===== config.mk =====
export PLATFORM = sky130hd
export DESIGN_NAME = ram_to_vga
export DESIGN_NICKNAME = d
export VERILOG_FILES = /design/src/rtl/ram_to_vga.sv
export SDC_FILE = /design/constraint.sdc
export NUM_CORES = 1
export LEC_CHECK = 0
export BUFFER_PORTS_ARGS = -buffer_cell sky130_fd_sc_hd__buf_2
export CAP_MARGIN = 25
export CORE_MARGIN = 8
export CORE_UTILIZATION = 39
export CTS_BUF_LIST = sky130_fd_sc_hd__clkbuf_8
export CTS_CLUSTER_DIAMETER = 60
export CTS_CLUSTER_SIZE = 30
export DETAILED_ROUTE_END_ITERATION = 12
export PLACE_DENSITY_LB_ADDON = 0.25
export RECOVER_POWER = 25
export SYNTH_ARGS = -nofsm -noshare
export SYNTH_HDL_FRONTEND = slang
export SYNTH_SLANG_ARGS = --single-unit

===== constraint.sdc =====
create_clock -name clk -period 6.53 [get_ports clk]
set_input_delay 1.6325 -clock clk [delete_from_list [all_inputs] [get_ports clk]]
set_output_delay 1.6325 -clock clk [all_outputs]
set_load 0.005 [all_outputs]

===== src/rtl/ram_to_vga.sv =====
// Frame-buffer scan-out: 640x480@60 VGA timing, centred grayscale image read
// from dual-port RAM, all outputs delayed 3 clks to line up with RAM data.
module ram_to_vga #(
    parameter int unsigned LARGURA = 160,
    parameter int unsigned ALTURA  = 120,
    parameter int unsigned FATOR   = 2,
    parameter int unsigned H_VIS   = 640,
    parameter int unsigned H_FP    = 16,
    parameter int unsigned H_SYNC  = 96,
    parameter int unsigned H_BP    = 48,
    parameter int unsigned V_VIS   = 480,
    parameter int unsigned V_FP    = 10,
    parameter int unsigned V_SYNC  = 2,
    parameter int unsigned V_BP    = 33
) (
    input  logic        clk,
    input  logic        reset,
    input  logic        switch,
    input  logic        start,
    output logic [18:0] ram_rdaddr,
    input  logic [7:0]  ram_q,
    output logic        vga_hs,
    output logic        vga_vs,
    output logic        vga_blank_n,
    output logic [7:0]  vga_r,
    output logic [7:0]  vga_g,
    output logic [7:0]  vga_b,
    output logic        frame_tick
);

    localparam int unsigned H_TOTAL = H_VIS + H_FP + H_SYNC + H_BP;
    localparam int unsigned V_TOTAL = V_VIS + V_FP + V_SYNC + V_BP;
    localparam int unsigned CW      = $clog2((H_TOTAL > V_TOTAL) ? H_TOTAL : V_TOTAL);
    localparam int unsigned AW      = 19;

    // Native and scaled image geometry, centred in the visible area
    localparam int unsigned W0  = LARGURA;
    localparam int unsigned W1  = LARGURA * FATOR;
    localparam int unsigned HT0 = ALTURA;
    localparam int unsigned HT1 = ALTURA * FATOR;
    localparam int unsigned X00 = (H_VIS - W0) / 2;
    localparam int unsigned X01 = (H_VIS - W1) / 2;
    localparam int unsigned Y00 = (V_VIS - HT0) / 2;
    localparam int unsigned Y01 = (V_VIS - HT1) / 2;

    typedef enum logic [1:0] {IDLE, ARM, SHOW} state_t;

    state_t        state, state_next;
    logic [CW-1:0] h_cnt, v_cnt;
    logic          h_last, v_last, frame_start;
    logic          geo_sw;
    logic [CW-1:0] cur_w, x0, x1, y0, y1;
    logic          in_img, show, pix_on;
    logic [AW-1:0] addr;
    logic          hs_now, vs_now, blank_now;

    logic          pix1, hs1, vs1, blank1, tick1;
    logic          pix2, hs2, vs2, blank2, tick2;

    assign h_last      = (h_cnt == CW'(H_TOTAL - 1));
    assign v_last      = (v_cnt == CW'(V_TOTAL - 1));
    assign frame_start = (h_cnt == '0) && (v_cnt == '0);

    // Free-running raster counters, independent of FSM state
    always_ff @(posedge clk) begin
        if (!reset) begin
            h_cnt <= '0;
            v_cnt <= '0;
        end else if (h_last) begin
            h_cnt <= '0;
            v_cnt <= v_last ? '0 : v_cnt + CW'(1);
        end else begin
            h_cnt <= h_cnt + CW'(1);
        end
    end

    // Image size is sampled only at frame start so a frame is never mixed
    always_ff @(posedge clk) begin
        if (!reset) begin
            geo_sw <= 1'b0;
        end else if (frame_start) begin
            geo_sw <= switch;
        end
    end

    assign cur_w = geo_sw ? CW'(W1)        : CW'(W0);
    assign x0    = geo_sw ? CW'(X01)       : CW'(X00);
    assign x1    = geo_sw ? CW'(X01 + W1)  : CW'(X00 + W0);
    assign y0    = geo_sw ? CW'(Y01)       : CW'(Y00);
    assign y1    = geo_sw ? CW'(Y01 + HT1) : CW'(Y00 + HT0);

    assign in_img    = (h_cnt >= x0) && (h_cnt < x1) && (v_cnt >= y0) && (v_cnt < y1);
    assign addr      = in_img ? (AW'(v_cnt - y0) * AW'(cur_w) + AW'(h_cnt - x0)) : '0;
    assign hs_now    = !((h_cnt >= CW'(H_VIS + H_FP)) && (h_cnt < CW'(H_VIS + H_FP + H_SYNC)));
    assign vs_now    = !((v_cnt >= CW'(V_VIS + V_FP)) && (v_cnt < CW'(V_VIS + V_FP + V_SYNC)));
    assign blank_now = (h_cnt < CW'(H_VIS)) && (v_cnt < CW'(V_VIS));

    // Losing start blanks the picture immediately, not at the frame boundary
    assign show   = (state == SHOW) && start;
    assign pix_on = show && in_img;

    // FSM state register
    always_ff @(posedge clk) begin
        if (!reset) begin
            state <= IDLE;
        end else begin
            state <= state_next;
        end
    end

    // FSM next state: display only begins on a frame boundary
    always_comb begin
        state_next = state;
        case (state)
            IDLE: if (start) state_next = ARM;
            ARM: begin
                if (!start) begin
                    state_next = IDLE;
                end else if (frame_start) begin
                    state_next = SHOW;
                end
            end
            SHOW: if (!start) state_next = IDLE;
            default: state_next = IDLE;
        endcase
    end

    // Stage 1: RAM address out, sync/pixel flags follow
    always_ff @(posedge clk) begin
        if (!reset) begin
            ram_rdaddr <= '0;
            pix1       <= 1'b0;
            hs1        <= 1'b1;
            vs1        <= 1'b1;
            blank1     <= 1'b0;
            tick1      <= 1'b0;
        end else begin
            ram_rdaddr <= addr;
            pix1       <= pix_on;
            hs1        <= hs_now;
            vs1        <= vs_now;
            blank1     <= blank_now;
            tick1      <= frame_start;
        end
    end

    // Stage 2: wait for RAM read data
    always_ff @(posedge clk) begin
        if (!reset) begin
            pix2   <= 1'b0;
            hs2    <= 1'b1;
            vs2    <= 1'b1;
            blank2 <= 1'b0;
            tick2  <= 1'b0;
        end else begin
            pix2   <= pix1;
            hs2    <= hs1;
            vs2    <= vs1;
            blank2 <= blank1;
            tick2  <= tick1;
        end
    end

    // Stage 3: registered VGA outputs aligned with ram_q
    always_ff @(posedge clk) begin
        if (!reset) begin
            vga_hs      <= 1'b1;
            vga_vs      <= 1'b1;
            vga_blank_n <= 1'b0;
            vga_r       <= '0;
            vga_g       <= '0;
            vga_b       <= '0;
            frame_tick  <= 1'b0;
        end else begin
            vga_hs      <= hs2;
            vga_vs      <= vs2;
            vga_blank_n <= blank2;
            vga_r       <= pix2 ? ram_q : 8'h00;
            vga_g       <= pix2 ? ram_q : 8'h00;
            vga_b       <= pix2 ? ram_q : 8'h00;
            frame_tick  <= tick2;
        end
    end

endmodule

**Word level (Yosys, flattened, before mapping)**

Index checks and enable logic that the tools add are counted.

- Output and inout port bits: 47
- Bits in registers: 64

- Add/sub/neg operators: 5
- Multipliers: 1
- Reductions and logical operators: 18
- Muxes and demuxes: 11
- Bitwise logic cells: 1
- Equality and inequality tests: 7
- $lt $le $gt $ge: 10

Operators by type and width:

| operator | count |
|---|---|
| $sub A10 B8 Y11 | 2 |
| $mux W7 | 3 |
| $add A10 B1 Y10 const B | 2 |
| $eq A10 B10 Y1 const B | 2 |
| $ge A10 B8 Y1 | 2 |
| $logic_not A10 Y1 | 2 |
| $lt A10 B10 Y1 const B | 2 |
| $lt A10 B9 Y1 | 2 |
| $lt A10 B9 Y1 const B | 2 |
| $add A19 B19 Y19 | 1 |
| $mul A11 B10 Y19 | 1 |
| $ge A10 B10 Y1 const B | 1 |
| $ge A10 B9 Y1 const B | 1 |
| $mux W10 | 1 |
| $logic_and A1 B1 Y1 | 9 |
| $mux W9 | 1 |
| $mux W2 | 4 |
| $mux W8 | 1 |
| $pmux W2 S3 | 1 |
| $ne A2 B2 Y1 const B | 2 |
| $reduce_and A2 Y1 | 2 |
| $ne A3 B3 Y1 const B | 1 |
| $reduce_and A3 Y1 | 1 |
| $eq A2 B1 Y1 const B | 1 |
| other kinds (5) | 6 |

**Depth between registers and ports, before layout**

Gate-level depths: netlist (run 1).

- Word-level depth: 6
- Mapped depth: 22

**Worst setup path after synthesis (run 1)**

No wires, ideal clock.

- Path type: reg-to-reg
- Start point: reg geo_sw
- End point: reg ram_rdaddr[18]
- Setup time: 0.132 ns
- Data required time: 6.398 ns
- Clock period less this slack: 5.438 ns
- Arrival: 5.306 ns
- Slack: 1.092 ns
- Cell stages (with the launch flop): 19
- Cell sequence: dfxtp_1 > inv_2 > ha_1 > and3_4 > o21a_1 > o21a_1 > or4_1 > a21oi_1 > ha_1 > fa_1 > fa_1 > fa_1 > ha_1 > ha_1 > a21o_1 > a21o_1 > a221oi_1 > xnor2_1 > nor3_1

- Cells in the longest elaborated chain, start to end: 6

RTL lines:

| element | RTL line | RTL |
|---|---|---|
| start, declared | 51 | `logic geo_sw;` |
| start signal, assigned | 82 | `geo_sw <= switch;` |
| parallel branches: the longest is 6 deep, another holds $mul A11 B10 Y19 | - |  |
| end signal, assigned | 138 | `ram_rdaddr <= addr;` |
| end, declared | 20 | `output logic [18:0] ram_rdaddr,` |

Several ways; the timed one is not identified.
A chain may end at the register's enable or synchronous reset.

**Worst setup path after layout (run 1)**

Same ends and word-level chain as after synthesis.

==> flow_summary.toml, run 1 <==
[outcome]
status = "completed"

[die]
rows = 39
core_um2 = 11470
ios = 59
die_w_um = 124.4
die_y_um = 124.4
start_util_pct = 39.97
die-area_um2 = 15480

[worst_setup_path]
critPathKind = "reg -> reg"
required_ns = 6.73
r2r_slack_ns = 0.80
arrival_ns = 5.93
r2r-end = "ram_rdaddr[18]"
crit_path_start_kind = "flip-flop"
endpoint_kind = "flip-flop"
reg2reg_depth = 21
critical_path.max_fanout = 16
r2r_start = "geo_sw"

[placement]
gp_congestion = 0.8390
dp.cells = 667
place_area_um2 = 4892
dpl.hpwl_mm = 7.199
port_buffers = 58

[final_layout]
area_growth_pct = 11.11
finalInstanceArea_um2 = 5092
fin_util_pct = 44.41
nFillCells = 1128
n_antenna_cell = 0
seqCellArea_um2 = 1281
multi_input_area_um2 = 2935
drive_above_1_share_pct = 17.22
layout.nets = 624
final_cells = 683

[clock_network]
path_clk_slew_ns = 0.08
cts_setup_buffers = 0
clk_path_buf_depth = 2
cts_buffers = 9
cts-htree-levels = 3
cts_sinks = 64
cts_tree = "done"
clockRootBuffer = "clkbuf_8"
clk_latency_ns = 0.34
cts_resized = 0
cts-hold-fix-buffers = 0

[synth]
async_reset_ff_share_pct = 0
ys_types = 55
synth-seq-cells = 64
avgSynthCellArea_um2 = 9.353
synth_seq_area_share_pct = 27.96
postSynthCellCount = 490
synth_warnings = 0
synth_flop_cell = "dfxtp_1"
synth-edff-count = 0
synth_area_um2 = 4583

[timing]
clock_skew_ns = 0.006912
maxSlewHeadroom_pct = 26.10
period_share_pct = 87.70
hold_viol_final = 0
maxSlewViolCount = 0
fmax_ghz = 0.1746
setup_viol = 0
worstMarginPinSlew_ns = 1.097
rsz0062_at_grt = "false"
fin_tns_setup_ns = 0
finalCriticalPeriod_ns = 5.727

[power]
clkPwrFrac_pct = 22.0
power_leakage_nw = 2.438
power_w = 0.001605
p_per_area_nw_per_um2 = 315.2
p_int_w = 0.0009816
comb_power_share_pct = 53.2
p_switching_w = 0.0006232
switching_share_pct = 38.83
p_seq_share_pct = 24.8
vdd_drop_max_v = 0.0003871

[routing]
drc = 0
antenna_left = 0
drt-pass1-iter-count = 4
drtIter0Drc = 210
wl_per_cell_um = 13.45
vias = 3439
vias_per_cell = 5.035
wirelength_mm = 9.187

[global_routing]
grt_max_degree = 23
grt_pass1_wl_mm = 16.23
grt_pass1_vias = 3401
antenna_found_initial = 0
grt_overflow = 0
gr-usage-all-layers_pct = 12.32

[worst_hold_path]
hold_class = "reg -> reg"
holdPathEnd = "vga_vs"
whs_path_depth = 1
min-delay-start = "vs2"

[flow_run]
maxCapViolCount = 0
-- cell families (layout without fill, tap and decap cells) --
group	after synthesis	after routing	synth area share [%]
DFF	64	64	27.96
other	2	10	0.1639
and+or+nand+nor	164	164	20.39
xor gates and xnor gates	35	35	6.989
buffers and inverters	84	126	8.654
AOI/OAI and AO/OA	56	56	8.436
muxes	8	8	1.802
adders and majority gates	77	77	25.61
-- state kept, by name (all words and copies together), names as in the netlist, 2 cells and up --
register / count
ram_rdaddr: 19
h_cnt: 10
state: 2
v_cnt: 10
vga_b: 8
-- critical path, cell delays in order, from the launching register on --
cell	delay, ns
dfxtp_1	0.32
inv_2	0.24
ha_1	0.23
inv_1	0.05
fa_1	0.41
a41o_1	0.28
a21oi_1	0.18
xnor2_1	0.11
mux2_2	0.29
fa_1	0.48
inv_1	0.05
fa_1	0.53
inv_1	0.05
fa_1	0.52
inv_1	0.04
ha_1	0.28
ha_1	0.35
a2111oi_0	0.36
o21ai_0	0.24
a221oi_1	0.35
xnor2_1	0.16
nor3_1	0.06
-- placed cells by master, fill, tap and decap left out, drive strengths merged, types with 6 or more instances in the layout --
master / n
a211oi: 6
a21o: 9
a21oi: 9
and2: 9
and3: 15
buf: 59
clkbuf: 11
conb: 10
dfxtp: 64
fa: 28
ha: 49
inv: 51
mux2i: 6
nand2: 20
nand2b: 6
nand3: 13
nor2: 35
nor2b: 7
nor3: 19
nor3b: 7
nor4: 9
o21ai: 13
xnor2: 22
xor2: 12
-- synthesized netlist by cell type (2+ instances only) --
| cell | instances | area [µm²] |
|---|---|---|
| dfxtp_1 | 64 | 1281 |
| ha_1 | 49 | 613.1 |
| inv_1 | 49 | 183.9 |
| nor2_1 | 35 | 131.4 |
| fa_1 | 28 | 560.5 |
| xnor2_1 | 22 | 192.7 |
| nand2_1 | 20 | 75.07 |
| nor3_1 | 19 | 95.09 |
| buf_4 | 16 | 120.1 |
| and3_1 | 14 | 87.58 |
| nand3_1 | 13 | 65.06 |
| o21ai_0 | 12 | 60.06 |
| xor2_1 | 12 | 105.1 |
| clkbuf_1 | 11 | 41.29 |
| a21o_1 | 9 | 67.56 |
| a21oi_1 | 9 | 45.04 |
| and2_1 | 9 | 56.30 |
| nor2b_1 | 7 | 43.79 |
| nor3b_1 | 7 | 52.55 |
| a211oi_1 | 6 | 45.04 |
| mux2i_1 | 6 | 60.06 |
| nand2b_1 | 6 | 37.54 |
| buf_2 | 5 | 25.02 |
| nand3b_1 | 5 | 37.54 |
| nor4_1 | 5 | 31.28 |
| o21a_1 | 5 | 37.54 |
| nand4_1 | 4 | 25.02 |
| nor4_2 | 4 | 50.05 |
| or2_2 | 4 | 25.02 |
| a31oi_1 | 2 | 12.51 |
| and4_1 | 2 | 17.52 |
| and4b_1 | 2 | 20.02 |
| buf_6 | 2 | 22.52 |
| conb_1 | 2 | 7.510 |
| mux2_2 | 2 | 22.52 |
| nor4b_2 | 2 | 30.03 |
| o31ai_1 | 2 | 15.01 |
| or4_1 | 2 | 15.01 |
-- stage by stage --
step | hold slack [ns] | setup WS, ns
floorplan | 0.3863 | 1.092
global placement | 0.3939 | 0.9455
detailed placement | 0.4000 | 0.8450
CTS | 0.4164 | 0.8200
global route | 0.4379 | 0.4352
finish | 0.4098 | 0.8032
-- final cells by class --
class,count,share of cell area (%)
multi-input combinational,350,57.64
sequential,64,25.16
timing repair buffer,60,5.971
inverter,50,3.686
tap,143,3.514
clock buffer,10,2.703
clock inverter,6,1.327
-- per-layer routing --
layer	vias up	global-route usage (%)	share of wire (%)
met4	0	4.111	1.3
met1	1645	15.99	48
met5	-	0	0
li1	1722	-	-
met2	61	18.83	46
met3	11	3.957	5.3
-- worst max path at each step --
stage               cells after the start    from  slack [ns]             end
detailed placement                     18  geo_sw        0.84  ram_rdaddr[18]
global route                           21  geo_sw        0.44  ram_rdaddr[18]
finish                                 21  geo_sw        0.80  ram_rdaddr[18]
floorplan                              18  geo_sw        1.09  ram_rdaddr[18]
CTS                                    21  geo_sw        0.82  ram_rdaddr[18]
global placement                       21  geo_sw        0.95  ram_rdaddr[18]
-- power by group through the flow --
stage               registers, W  clock network [W]  logic [W]
floorplan               0.000407                  0   0.000712
global placement        0.000407                  0   0.000848
detailed placement      0.000407                  0   0.000860
CTS                     0.000398           0.000367   0.000864
global route            0.000399           0.000384   0.000973
finish                  0.000398           0.000353   0.000854
(Power assumes the default switching activity.)
==> inputs of run 2 (changes only) <==
- CORE_ASPECT_RATIO: unset -> 1.25
==> run 2 against run 1 <==
  * Global-route usage rose by 0.37 points
  * Clock skew hardly changed
  * First-iteration DRC count decreased by 39%
  * Sequential share of layout area up 0.068 points
  * Largest power group unchanged
==> flow_summary.toml, run 2 (synthesis results as in run 1) <==
[timing]
maxSlewViolCount = 0
maxSlewHeadroom_pct = 35.88
period_share_pct = 87.17
hold_viol_final = 0
rsz0062_at_grt = "false"
setup_viol = 0
finalCriticalPeriod_ns = 5.692
worstMarginPinSlew_ns = 0.9517
fin_tns_setup_ns = 0
clock_skew_ns = 0.007032
fmax_ghz = 0.1757

[worst_setup_path]
cp.depth = 21
endpoint_kind = "flip-flop"
r2r-end = "ram_rdaddr[18]"
critPathMaxStageDelay_ns = 0.53
r2r_start = "geo_sw"
critPathKind = "reg -> reg"
crit_path_start_kind = "flip-flop"
reg2reg_depth = 21
required_ns = 6.73
worstSetupEndpoint = "ram_rdaddr[18]"
r2r_slack_ns = 0.84
arrival_ns = 5.89
crit_buf_inv = 5
cp_slowest_cell = "fa_1"
path_cells = "inv_2 -> ha_1 -> inv_1 -> fa_1 -> a41o_1 -> a21oi_1 -> xnor2_1 -> mux2_2 -> fa_1 -> inv_1 -> fa_1 -> inv_1 -> fa_1 -> inv_1 -> ha_1 -> ha_1 -> a2111oi_0 -> o21ai_0 -> a221oi_1 -> xnor2_1 -> nor3_1"
crit_family = "adder cells"
critical_path.max_fanout = 16
crit_start = "geo_sw"

[final_layout]
reg_top3 = "ram_rdaddr: 19 flops, h_cnt: 10 flops, v_cnt: 10 flops"
layout.nets = 624
final_cell_mix = "64 x dfxtp_1, 57 x buf_2, 50 x inv_1, 49 x ha_1, 35 x nor2_1"
mostFrequentLayoutCell = "dfxtp_1"
area_growth_pct = 10.81
final_cells = 678
top_register = "ram_rdaddr"
largest_register_ff_count = 19
drive_above_1_share_pct = 17.04
n_antenna_cell = 0

[die]
die_y_um = 137.2
die_w_um = 113.0
die-area_um2 = 15500
ios = 59
rows = 44
start_util_pct = 39.64
core_um2 = 11560

[routing]
drc = 0
drtIter0Drc = 128
drt-pass1-iter-count = 4
vias_per_cell = 5.035
wl_per_cell_um = 13.57
dr_wl_met3_um = 496
vias = 3414
wl_met1_mm = 3.985
top_layer = "met4"
antenna_left = 0
wirelength_mm = 9.201
wl_met2_mm = 4.546

[power]
p_per_area_nw_per_um2 = 315.1
vdd_drop_max_v = 0.0003069
power_leakage_nw = 2.444

[flow_run]
maxCapViolCount = 0

[placement]
gp_congestion = 0.8393
dpl.hpwl_mm = 7.217
port_buffers = 58
dp.cells = 662

[worst_hold_path]
hold_class = "reg -> reg"

[global_routing]
grt_pass1_wl_mm = 15.87
antenna_found_initial = 0
grt_pass1_vias = 3434
grt_overflow = 0
grt_max_degree = 23
gr-usage-all-layers_pct = 12.69

[clock_network]
clockRootBuffer = "clkbuf_8"
clk_path_buf_depth = 2
cts_sinks = 64
clk_latency_ns = 0.34
cts-hold-fix-buffers = 0
cts_buffers = 9
cts_setup_buffers = 0
cts_tree = "done"
cts_resized = 0
path_clk_slew_ns = 0.07
cts-htree-levels = 3

[outcome]
status = "completed"
-- run 2: worst reg2reg max path, cell delays in order, from the launching register on --
cell       delay [ns]
dfxtp_1          0.32
inv_2            0.25
ha_1             0.24
inv_1            0.05
fa_1             0.41
a41o_1           0.27
a21oi_1          0.18
xnor2_1          0.11
mux2_2           0.29
fa_1             0.48
inv_1            0.06
fa_1             0.53
inv_1            0.05
fa_1             0.53
inv_1            0.04
ha_1             0.28
ha_1             0.35
a2111oi_0        0.35
o21ai_0          0.21
a221oi_1         0.33
xnor2_1          0.16
nor3_1           0.06
-- run 2: cell type report --
| class | instances | area, µm² |
|---|---|---|
| Sequential cell | 64 | 1281 |
| Multi-Input combinational cell | 350 | 2935 |
| Fill cell | 1143 | 6482 |
| Inverter | 50 | 187.7 |
| Timing Repair Buffer | 60 | 304.0 |
| Clock inverter | 6 | 60.06 |
| Tap cell | 138 | 172.7 |
| Clock buffer | 10 | 137.6 |
-- run 2: worst min-delay path by stage --
stage	startpoint	to	slack (ns)	cells past startpoint
after detailed placement	vs2	vga_vs	0.39	1
after CTS	hs1	hs2	0.41	1
after floorplan	hs1	hs2	0.39	1
after global routing	hs1	hs2	0.42	1
final	hs1	hs2	0.40	1
after global placement	hs1	hs2	0.39	1
-- run 2: per-stage QoR --
stage                     hold WS [ns]  total power (W)  util [%]  worst slack (ns)  instance area [µm²]
after detailed placement        0.3909         0.001279     42.26            0.8488                 4886
after global placement          0.3902         0.001267     42.26            0.9625                 4886
after CTS                       0.4066         0.001623     43.97            0.8271                 5084
after global routing            0.4230         0.001764     43.93            0.3585                 5079
after floorplan                 0.3863         0.001119         -             1.092                 4613
final                           0.4036         0.001600     43.93            0.8381                 5079
-- run 2: per-layer routing --
metal	GRT usage, %	up-vias
met1	14.04	1609
li1	-	1721
met3	3.026	16
met4	5.786	0
met5	0	-
met2	22.69	68
-- run 2: report_power, final --
group	internal [W]	switching [W]
Clock	0.000185	0.000156
Sequential	0.000395	0.00000334
Combinational	0.000401	0.000460
Total	0.000980	0.000620
==> inputs of run 3 (changes only) <==
- ABC_CLOCK_PERIOD_IN_PS: unset -> 6530
- PLACE_DENSITY_LB_ADDON: 0.25 -> 0.12
==> run 3 against run 2 <==
  * Clock-buffer cell count increased by 1
  * Register-to-register slack got worse by 0.06 ns
  * Global-route usage up 0.13 points
  * Cell count down 0.15%
  * Critical endpoint unchanged
  * Largest cell class unchanged
  * Largest power group unchanged
==> flow_summary.toml, run 3 (synthesis results as in run 1) <==
[routing]
vias = 3420
drt-pass1-iter-count = 4
wl_per_cell_um = 14.09
antenna_left = 0
vias_per_cell = 5.052
drc = 0
drtIter0Drc = 90
wirelength_mm = 9.541

[final_layout]
n_antenna_cell = 0
largest_register_ff_count = 19
finalInstanceArea_um2 = 5112
final_cell_mix = "64 x dfxtp_1, 57 x buf_2, 50 x inv_1, 49 x ha_1, 35 x nor2_1"
reg_top3 = "ram_rdaddr: 19 flops, h_cnt: 10 flops, v_cnt: 10 flops"
drive_above_1_share_pct = 17.07
fin_util_pct = 44.22
area_growth_pct = 11.55
nFillCells = 1177
layout.nets = 624
top_register = "ram_rdaddr"
mostFrequentLayoutCell = "dfxtp_1"

[timing]
setup_viol = 0
maxSlewHeadroom_pct = 46.48
period_share_pct = 88.01
fmax_ghz = 0.1740
maxSlewViolCount = 0
clock_skew_ns = 0.01139
fin_tns_setup_ns = 0
hold_viol_final = 0
rsz0062_at_grt = "false"
worstMarginPinSlew_ns = 0.8028
finalCriticalPeriod_ns = 5.747

[clock_network]
clk_latency_ns = 0.35
cts_resized = 0
clk_path_buf_depth = 2
cts_tree = "done"
cts-htree-levels = 3
path_clk_slew_ns = 0.07
clockRootBuffer = "clkbuf_8"
cts_buffers = 9
cts_sinks = 64
cts-hold-fix-buffers = 0
cts_setup_buffers = 0

[global_routing]
gr-usage-all-layers_pct = 12.82
grt_pass1_wl_mm = 16.05
antenna_found_initial = 0
grt_max_degree = 23
grt_overflow = 0
grt_pass1_vias = 3416

[worst_setup_path]
endpoint_kind = "flip-flop"
critPathKind = "reg -> reg"
arrival_ns = 5.95
path_cells = "inv_2 -> ha_1 -> inv_1 -> fa_1 -> a41o_1 -> a21oi_1 -> xnor2_1 -> mux2_2 -> fa_1 -> inv_1 -> fa_1 -> inv_1 -> fa_1 -> inv_1 -> ha_1 -> ha_1 -> a2111oi_0 -> o21ai_0 -> a221oi_1 -> xnor2_1 -> nor3_1"
crit_path_start_kind = "flip-flop"
crit_buf_inv = 5
crit_family = "adder cells"
critical_path.max_fanout = 16
cp_slowest_cell = "fa_1"
required_ns = 6.73
critPathMaxStageDelay_ns = 0.55

[die]
die_w_um = 113.0
start_util_pct = 39.64
ios = 59
core_um2 = 11560
rows = 44
die_y_um = 137.2
die-area_um2 = 15500

[power]
power_leakage_nw = 2.459
vdd_drop_max_v = 0.0003741
p_per_area_nw_per_um2 = 324.8

[outcome]
status = "completed"

[placement]
gp_congestion = 0.8251
port_buffers = 58
dpl.hpwl_mm = 7.519
place_area_um2 = 4893

[worst_hold_path]
hold_class = "reg -> reg"

[flow_run]
maxCapViolCount = 0
## run 3: routing by layer
layer	track usage (%)	vias to the layer above	wire length, µm
li1	-	1718	-
met1	13.95	1608	4131
met2	22.59	75	4613
met3	3.553	19	544
met4	6.454	0	252
met5	0	-	0
## run 3: cell type report
type	count	area (µm²)	share of cell area, %
inverters	50	187.7	3.671
repair buffers	60	311.5	6.094
clock inverters	4	68.82	1.346
flip-flops and latches	64	1281	25.06
well taps	138	172.7	3.377
clock buffers	11	151.4	2.961
multi-input cells	350	2939	57.49
## run 3: worst paths after layout
check             startpoint              to  slack (ns)  cells past startpoint
hold reg to reg          hs1             hs2        0.41                      1
hold / removal           hs1             hs2        0.41                      1
setup / recovery      geo_sw  ram_rdaddr[18]        0.78                     21
setup reg to reg      geo_sw  ram_rdaddr[18]        0.78                     21
## run 3: power breakdown
group          total [W]  internal [W]  switching (W)
registers       0.000398      0.000395     0.00000334
clock network   0.000387      0.000232       0.000156
logic           0.000875      0.000401       0.000473
total            0.00166       0.00103       0.000632
## run 3: through the flow
step / power (W) / std cells / hold WS [ns] / setup WS (ns)
floorplan: 0.001119 / 498 / 0.3863 / 1.092
global placement: 0.001288 / 661 / 0.3905 / 0.9394
detailed placement: 0.001293 / 662 / 0.3959 / 0.7998
CTS: 0.001687 / 677 / 0.4110 / 0.7648
global route: 0.001812 / 677 / 0.4344 / 0.4729
finish: 0.001661 / 677 / 0.4084 / 0.7829
